### src/rtl/spi_slave_tx_16_pkg.sv
// Shared constants, state type and helpers for the oversampled SPI slave shift stage.
// Mode 0 only: MOSI sampled on SCK rising, MISO changed on SCK falling.
package spi_slave_tx_16_pkg;

   localparam int DATA_W      = 16;
   localparam int SYNC_STAGES = 2;
   localparam int IDX_W       = 2;
   localparam int CNT_W       = $clog2(DATA_W);
   localparam int CPOL        = 0;
   localparam int CPHA        = 0;

   typedef enum logic {
      IDLE   = 1'b0,
      ACTIVE = 1'b1
   } state_e;

   function automatic logic [IDX_W-1:0] sat_inc(input logic [IDX_W-1:0] v);
      return (&v) ? v : v + IDX_W'(1'b1);
   endfunction

endpackage

### src/rtl/spi_slave_tx_16_pin_sync.sv
// Multi-stage synchroniser for one asynchronous SPI pin, with rise/fall pulses
// derived from the last stage and one extra history register.
module spi_pin_sync #(
   parameter int STAGES = 2
) (
   input  logic clk_i,
   input  logic rst_i,
   input  logic pin_i,
   output logic level_o,
   output logic rise_o,
   output logic fall_o
);

   logic [STAGES-1:0] sync_q;
   logic              prev_q;

   // synchroniser chain and edge history
   always_ff @(posedge clk_i or posedge rst_i) begin
      if (rst_i) begin
         sync_q <= '0;
         prev_q <= 1'b0;
      end else begin
         sync_q <= {sync_q[STAGES-2:0], pin_i};
         prev_q <= sync_q[STAGES-1];
      end
   end

   assign level_o = sync_q[STAGES-1];
   assign rise_o  =  sync_q[STAGES-1] & ~prev_q;
   assign fall_o  = ~sync_q[STAGES-1] &  prev_q;

endmodule

### src/rtl/spi_slave_tx_16.sv
// SPI mode-0 slave: shifts the upstream parallel word out on MISO and a command word in
// on MOSI, all in the clk domain; tx_ack tells the upstream mux a word was captured.
module spi_slave_tx_16
   import spi_slave_tx_16_pkg::*;
(
   input  logic              clk,
   input  logic              rst,
   input  logic [DATA_W-1:0] tx_data,
   output logic              tx_ack,
   input  logic              sck,
   input  logic              cs_n,
   input  logic              mosi,
   output logic              miso,
   output logic              miso_oe,
   output logic [DATA_W-1:0] rx_data,
   output logic              rx_valid,
   output logic [IDX_W-1:0]  word_idx,
   output logic              frame_err
);

   logic sck_lvl_unused_s, sck_rise_s, sck_fall_s;
   logic cs_lvl_unused_s, cs_rise_s, cs_fall_s;
   logic mosi_s, mosi_rise_unused_s, mosi_fall_unused_s;

   spi_pin_sync #(.STAGES(SYNC_STAGES)) u_sync_sck (
      .clk_i(clk), .rst_i(rst), .pin_i(sck),
      .level_o(sck_lvl_unused_s), .rise_o(sck_rise_s), .fall_o(sck_fall_s));

   spi_pin_sync #(.STAGES(SYNC_STAGES)) u_sync_cs (
      .clk_i(clk), .rst_i(rst), .pin_i(cs_n),
      .level_o(cs_lvl_unused_s), .rise_o(cs_rise_s), .fall_o(cs_fall_s));

   spi_pin_sync #(.STAGES(SYNC_STAGES)) u_sync_mosi (
      .clk_i(clk), .rst_i(rst), .pin_i(mosi),
      .level_o(mosi_s), .rise_o(mosi_rise_unused_s), .fall_o(mosi_fall_unused_s));

   state_e            state_q, state_d;
   logic [CNT_W-1:0]  bit_cnt_q, bit_cnt_d;
   logic [IDX_W-1:0]  word_idx_q, word_idx_d;
   logic [DATA_W-1:0] tx_shift_q, tx_shift_d;
   logic [DATA_W-1:0] rx_shift_q, rx_shift_d;
   logic [DATA_W-1:0] rx_data_q, rx_data_d;
   logic              reload_pend_q, reload_pend_d;
   logic              miso_q, miso_d;
   logic              miso_oe_q, miso_oe_d;
   logic              tx_ack_q, tx_ack_d;
   logic              rx_valid_q, rx_valid_d;
   logic              frame_err_q, frame_err_d;

   // state and datapath registers
   always_ff @(posedge clk or posedge rst) begin
      if (rst) begin
         state_q       <= IDLE;
         bit_cnt_q     <= '0;
         word_idx_q    <= '0;
         tx_shift_q    <= '0;
         rx_shift_q    <= '0;
         rx_data_q     <= '0;
         reload_pend_q <= 1'b0;
         miso_q        <= 1'b0;
         miso_oe_q     <= 1'b0;
         tx_ack_q      <= 1'b0;
         rx_valid_q    <= 1'b0;
         frame_err_q   <= 1'b0;
      end else begin
         state_q       <= state_d;
         bit_cnt_q     <= bit_cnt_d;
         word_idx_q    <= word_idx_d;
         tx_shift_q    <= tx_shift_d;
         rx_shift_q    <= rx_shift_d;
         rx_data_q     <= rx_data_d;
         reload_pend_q <= reload_pend_d;
         miso_q        <= miso_d;
         miso_oe_q     <= miso_oe_d;
         tx_ack_q      <= tx_ack_d;
         rx_valid_q    <= rx_valid_d;
         frame_err_q   <= frame_err_d;
      end
   end

   // next-state and output decode; cs_n edges take priority over sck edges
   always_comb begin
      state_d       = state_q;
      bit_cnt_d     = bit_cnt_q;
      word_idx_d    = word_idx_q;
      tx_shift_d    = tx_shift_q;
      rx_shift_d    = rx_shift_q;
      rx_data_d     = rx_data_q;
      reload_pend_d = reload_pend_q;
      miso_d        = miso_q;
      miso_oe_d     = miso_oe_q;
      tx_ack_d      = 1'b0;
      rx_valid_d    = 1'b0;
      frame_err_d   = 1'b0;
      case (state_q)
         IDLE: begin
            if (cs_fall_s) begin
               state_d       = ACTIVE;
               tx_shift_d    = tx_data;
               miso_d        = tx_data[DATA_W-1];
               tx_ack_d      = 1'b1;
               bit_cnt_d     = '0;
               word_idx_d    = '0;
               rx_shift_d    = '0;
               reload_pend_d = 1'b0;
               miso_oe_d     = 1'b1;
            end else begin
               state_d = IDLE;
            end
         end
         ACTIVE: begin
            if (cs_rise_s) begin
               state_d       = IDLE;
               miso_oe_d     = 1'b0;
               miso_d        = 1'b0;
               reload_pend_d = 1'b0;
               frame_err_d   = (bit_cnt_q != '0);
            end else if (sck_rise_s) begin
               rx_shift_d = {rx_shift_q[DATA_W-2:0], mosi_s};
               if (bit_cnt_q == CNT_W'(DATA_W-1)) begin
                  rx_data_d     = {rx_shift_q[DATA_W-2:0], mosi_s};
                  rx_valid_d    = 1'b1;
                  bit_cnt_d     = '0;
                  reload_pend_d = 1'b1;
                  word_idx_d    = sat_inc(word_idx_q);
               end else begin
                  bit_cnt_d = bit_cnt_q + CNT_W'(1'b1);
               end
            end else if (sck_fall_s) begin
               if (reload_pend_q) begin
                  tx_shift_d    = tx_data;
                  miso_d        = tx_data[DATA_W-1];
                  tx_ack_d      = 1'b1;
                  reload_pend_d = 1'b0;
               end else begin
                  tx_shift_d = tx_shift_q << 1;
                  miso_d     = tx_shift_q[DATA_W-2];
               end
            end else begin
               state_d = ACTIVE;
            end
         end
         default: begin
            state_d = IDLE;
         end
      endcase
   end

   assign tx_ack    = tx_ack_q;
   assign miso      = miso_q;
   assign miso_oe   = miso_oe_q;
   assign rx_data   = rx_data_q;
   assign rx_valid  = rx_valid_q;
   assign word_idx  = word_idx_q;
   assign frame_err = frame_err_q;

endmodule

### config.mk
export PLATFORM = sky130hd
export DESIGN_NAME = spi_slave_tx_16
export DESIGN_NICKNAME = d
export VERILOG_FILES = /design/src/rtl/spi_slave_tx_16_pkg.sv /design/src/rtl/spi_slave_tx_16_pin_sync.sv /design/src/rtl/spi_slave_tx_16.sv
export SDC_FILE = /design/constraint.sdc
export NUM_CORES = 1
export LEC_CHECK = 0
export CAP_MARGIN = 10
export CORE_UTILIZATION = 50
export DETAILED_ROUTE_END_ITERATION = 16
export DONT_BUFFER_PORTS = 1
export SLEW_MARGIN = 20
export SYNTH_ARGS = -nofsm -noshare
export SYNTH_HDL_FRONTEND = slang
export SYNTH_SLANG_ARGS = --single-unit
### constraint.sdc
create_clock -name clk -period 4.8 [get_ports clk]
set_input_delay 0.24 -clock clk [delete_from_list [all_inputs] [get_ports clk]]
set_output_delay 0.24 -clock clk [all_outputs]
set_load 0.01 [all_outputs]
* Word level (Yosys, flattened, before mapping)
Cells that the tools add are included.
** Word-level totals
- Register bits :: 67
- Latch bits :: 0
- Bits in writable memories :: 0
- ROM bits :: 0
- Input bits :: 21
- Output and inout bits :: 23
- Logic and storage cells :: 101
- Memories kept :: 0
** Cells by class
- $add $sub $neg :: 2
- $mul :: 0
- Divide/modulo/power cells :: 0
- Magnitude comparators :: 0
- Eq/ne operators :: 13
- Shift operators :: 0
- Multiplexer cells :: 50
- Bitwise logic cells :: 10
- Reduce and logical (&&, ||, !) cells :: 9
** Operator list (number)
- $mux W15 :: 8
- $pmux W15 S2 :: 2
- $mux W1 :: 24
- $mux W4 :: 4
- $ne A2 B2 Y1 const B :: 7
- $mux W2 :: 5
- $pmux W1 S2 :: 5
- $reduce_and A3 Y1 :: 3
- $pmux W4 S2 :: 1
- $reduce_and A4 Y1 :: 2
- $ne A3 B3 Y1 const B :: 2
- $not A1 Y1 :: 6
- $reduce_and A5 Y1 :: 1
- $add A4 B1 Y4 const B :: 1
- $and A1 B1 Y1 :: 4
- $eq A4 B4 Y1 const B :: 1
- $ne A4 B3 Y1 const B :: 1
- $ne A4 B4 Y1 const B :: 1
- $pmux W2 S2 :: 1
- $reduce_and A2 Y1 :: 2
- $reduce_bool A4 Y1 :: 1
- $add A2 B1 Y2 const B :: 1
- $ne A2 B1 Y1 const B :: 1

* Longest topological paths before layout
- Depth after elaboration :: 6
- Gate-level depth with buffers :: 7
- Depth with buffers taken out :: 6

* Cells and area by module
From an unflattened synthesis, not the netlist that was laid out.
** Second synthesis, totals
- Cells, all modules :: 236
- Area, all modules :: 2965.3 um^2
** By module, submodules not included
- spi_slave_tx_16 :: instances 1, cells an instance 218, area an instance 2683.8 um^2, sequential area each 1476.4 um^2
- spi_pin_sync :: instances 3, cells an instance 6, area an instance 93.8 um^2, sequential area each 75.1 um^2

* Least setup slack after synthesis
No wires, ideal clock.
- Path kind :: reg2reg
- From :: register bit_cnt_q[0]
- To :: register rx_data_q[0], in the netlist rx_data[0]
- Setup time :: 0.125 ns
- Data arrival time :: 1.470 ns
- Data required time :: 4.675 ns
- Slack :: 3.204 ns
- Cell stages (with the launch flop) :: 6
- Buffers on the path :: 1
- Period minus slack after synthesis :: 1.596 ns
- Path through :: dfrtp_1 > ha_1 > and3_1 > nand4_4 > buf_6 > mux2_4
** Between the ends
- Cells in the longest elaborated chain, start to end :: 2
** Ends and longest elaborated chain
- start: declaration :: line spi_slave_tx_16.sv:38 : logic [CNT_W-1:0] bit_cnt_q, bit_cnt_d;
- start signal: assignment :: line spi_slave_tx_16.sv:67 : bit_cnt_q <= bit_cnt_d;
- $eq A4 B4 Y1 :: line spi_slave_tx_16.sv:120 : if (bit_cnt_q == CNT_W'(DATA_W-1)) begin
- $reduce_and A4 Y1 (no source line)
- end signal: assignment :: line spi_slave_tx_16.sv:71 : rx_data_q <= rx_data_d;
- end: declaration :: line spi_slave_tx_16.sv:42 : logic [DATA_W-1:0] rx_data_q, rx_data_d;
Every way passes these cells.
A chain may end at the register's enable or synchronous reset.

* Worst setup path after layout
- From :: register state_q
- To :: register word_idx_q[0], in the netlist word_idx[0]
** Between the ends
- Cells in the longest elaborated chain, start to end :: 3
- Elaborated cells on any way between the ends :: 8
- Classes of those cells :: 5 x eq/ne; 1 x mux; 1 x bitwise; 1 x reduce/logical
** Ends and longest elaborated chain
- start: declaration :: line spi_slave_tx_16.sv:37 : state_e state_q, state_d;
- start signal: assignment :: line spi_slave_tx_16.sv:66 : state_q <= state_d;
- $not A1 Y1
- $ne A2 B2 Y1 (no source line)
- $reduce_and A5 Y1 (no source line)
- end signal: assignment :: line spi_slave_tx_16.sv:68 : word_idx_q <= word_idx_d;
- end: declaration :: line spi_slave_tx_16.sv:39 : logic [IDX_W-1:0] word_idx_q, word_idx_d;
Several ways; a longest one is shown, not always the timed one.

==> metrics.csv <==
stage,metric,value,unit
worst_setup_path,CP Launch Type,register,
timing,fin crit share,44.5,%
route,drt initial violations,121,
worst_setup_path,data required time of the worst path,5010,ps
worst_setup_path,worst reg2reg endpoint,word_idx[0],
synth,syn_area_per_cell,11.4,µm²
flow_run,max cap viols,0,
clock_tree,clk slew on worst S/H paths,70,ps
power_and_ir_drop,PD cells,409,nW/µm²
cells_and_area,# diodes,0,
cells_and_area,ratio of cells with drive above 1 in the final layout,14.7,%
clock_tree,clk buf depth,2,
route,WL per Instance,14.4,µm
min_path,worst min path class,in2async,
route,WL final,4.75,mm
clock_tree,CTS buffer count,9,
cells_and_area,"commonest non-fill, non-tap cell in the layout",dfrtp_1,
clock_tree,CTS tree,built,
worst_setup_path,R2R cell count,6,
timing,# setup viols final,0,
route,via count,1680,
floorplanning,Die X,77.6,µm
placed_design,DPL Wire Length,3.06,mm
route,Pre-Repair DR Iteration Count,4,
worst_setup_path,Crit Path Class,reg2reg,
route,DR DRC count,0,
worst_setup_path,Critical Path Fanout Max,36,
synth,Yosys reg bits,67,
placed_design,GP Congestion,0.705,
cells_and_area,Syn-to-layout area delta,9.29,%
floorplanning,I/O pins,44,
synth,area share of the largest cell type after synthesis,58.7,%
synth,Ys Warns,0,
placed_design,PortBufs,0,
clock_tree,Worst-Skew Late Latency,330,ps
worst_setup_path,worst r2r src,state_q,
grt,first-pass GRT wire length,8.01,mm
worst_setup_path,Critical Path AT,2350,ps
worst_setup_path,nature of the critical path endpoint,register,
grt,largest net degree at the start of global routing,68,
timing,RSZ-0062 raised after global routing,false,
cells_and_area,most frequent cells in the layout,"dfrtp_1 (67), nand2_1 (53), o21ai_0 (35), mux2i_1 (17), clkbuf_8 (10)",
clock_tree,Clk Tree Root Cell,clkbuf_8,
synth,Gate Count Post-Synth,250,
cells_and_area,Util after Layout,56.6,%
grt,vias in the first global route,1623,
timing,Least-Margin Pin Slew,935,ps
worst_setup_path,Worst R2R Setup Slack,2660,ps
timing,Sum Neg Setup Slack,0,ps
synth,sequential area share after synthesis,58.7,%
floorplanning,Die Y,77.6,µm
clock_tree,post-CTS setup repair buffer count,0,
floorplanning,Core ar.,5510,µm²
synth,top post-synthesis cells by area,"dfrtp_1 (59%), nand2_1 (7.0%), o21ai_0 (6.1%)",
floorplanning,die area,6010,µm²
power_and_ir_drop,leakage power,1.52,nW
cells_and_area,final-stage net count,279,
grt,Overflow after GRT,0,
timing,WHS,21.6,ps
clock_tree,H-tree levels,3,
timing,Slew HR,37.6,%
synth,largest area contributor in the netlist,dfrtp_1,
synth,Yosys cell types,32,
floorplanning,Initial Util,51.8,%
timing,Final Skew,10.4,ps
timing,Slew Limit Fails,0,
synth,Syn Std Cell Area,2850,µm²
status,status,"complete, no violations",
synth,net count after synthesis,276,
power_and_ir_drop,peak supply drop,191,µV
timing,Max Clk Rate,468,MHz
clock_tree,Clock Sinks,67,
grt,all-layer global routing usage,17.6,%
route,drt via density,5.09,
timing,Final min period,2140,ps
grt,initial antenna violation count,0,
route,Detail Route Antenna Nets,0,
floorplanning,row cnt,27,
timing,"Hold Vio Cnt, Final",0,
-- critical path, stage by stage (launching register included) --
cell and delay [ps]:
dfrtp_1 540, buf_4 300, nor3b_2 410, a31oi_2 60, buf_4 240, nand2b_1 190, mux2_2 260
-- report_power, final --
part | leakage (nW) | internal [mW] | switching [mW]
Clock | 0.0947 | 0.254 | 0.196
Combinational | 0.539 | 0.0610 | 0.0855
Sequential | 0.887 | 0.630 | 0.0490
Total | 1.52 | 0.945 | 0.331
-- per-stage QoR --
step / cell area, µm² / cells / setup slack, ps / total power [mW]
2_1_floorplan: 2850 / 250 / 2880 / 0.802
3_3_place_gp: 2890 / 311 / 2530 / 0.830
3_5_place_dp: 2890 / 311 / 2420 / 0.837
4_1_cts: 3110 / 330 / 2420 / 1.29
5_1_grt: 3120 / 330 / 2460 / 1.36
6_report: 3120 / 330 / 2660 / 1.28
-- Yosys cell counts (all sizes together) --
master   instances
inv              7
nor3b            1
nand2b           4
buf             12
o41ai            1
nand2           53
a21o             1
nor2             6
a2bb2oi          1
clkbuf           2
ha               5
o21ai           36
a41o             1
and3             1
nor2b            2
a31oi            2
mux2i           17
a21oi            6
nand3            2
nand4            2
a22o             1
mux2            17
a211oi           3
dfrtp           67
-- repair_timing --
item | in CTS | in global routing
endpoints found under the hold margin | 3 | 0
resized for setup | 0 | 0
hold buffers | 3 | 0
-- worst max path at each step --
stage | startpoint | to | slack [ps]
floorplan | rst | bit_cnt_q[0] | 2880
global placement | state_q | tx_shift_q[9] | 2530
detailed placement | state_q | tx_shift_q[11] | 2420
CTS | state_q | tx_shift_q[14] | 2420
global route | state_q | miso | 2460
finish | state_q | word_idx[0] | 2660
-- kinds of logic after synthesis --
family | synth area share [%]
and+or+nand+nor | 11.1
DFF | 58.7
AOI/OAI and AO/OA | 10.3
muxes | 13.9
buffers and inverters | 3.73
adders and majority gates | 2.19
-- registers in the layout (all words and copies together) (netlist names), 2 cells and up --
register / cells
rx_data: 16
rx_shift_q: 15
tx_shift_q: 15
bit_cnt_q: 4
u_sync_cs.sync_q: 2
u_sync_mosi.sync_q: 2
u_sync_sck.sync_q: 2
word_idx: 2
-- cell type report --
type / count / area [µm²]
multi-input combinational: 162 / 1090
clock buffer: 14 / 153
tap: 72 / 90.1
fill: 489 / 2390
timing repair buffer: 6 / 52.6
clock inverter: 2 / 35.0
sequential: 67 / 1680
inverter: 7 / 26.3
-- metal layers --
| layer | vias up | global-route usage, % | part of all wire, % |
|---|---|---|---|
| met1 | 780 | 25.0 | 50 |
| met2 | 34 | 23.8 | 44 |
| li1 | 857 | - | - |
| met5 | - | 0 | 0 |
| met3 | 9 | 5.65 | 4.0 |
| met4 | 0 | 9.62 | 2.1 |
Note: power is estimated with default switching activity, not from simulation.
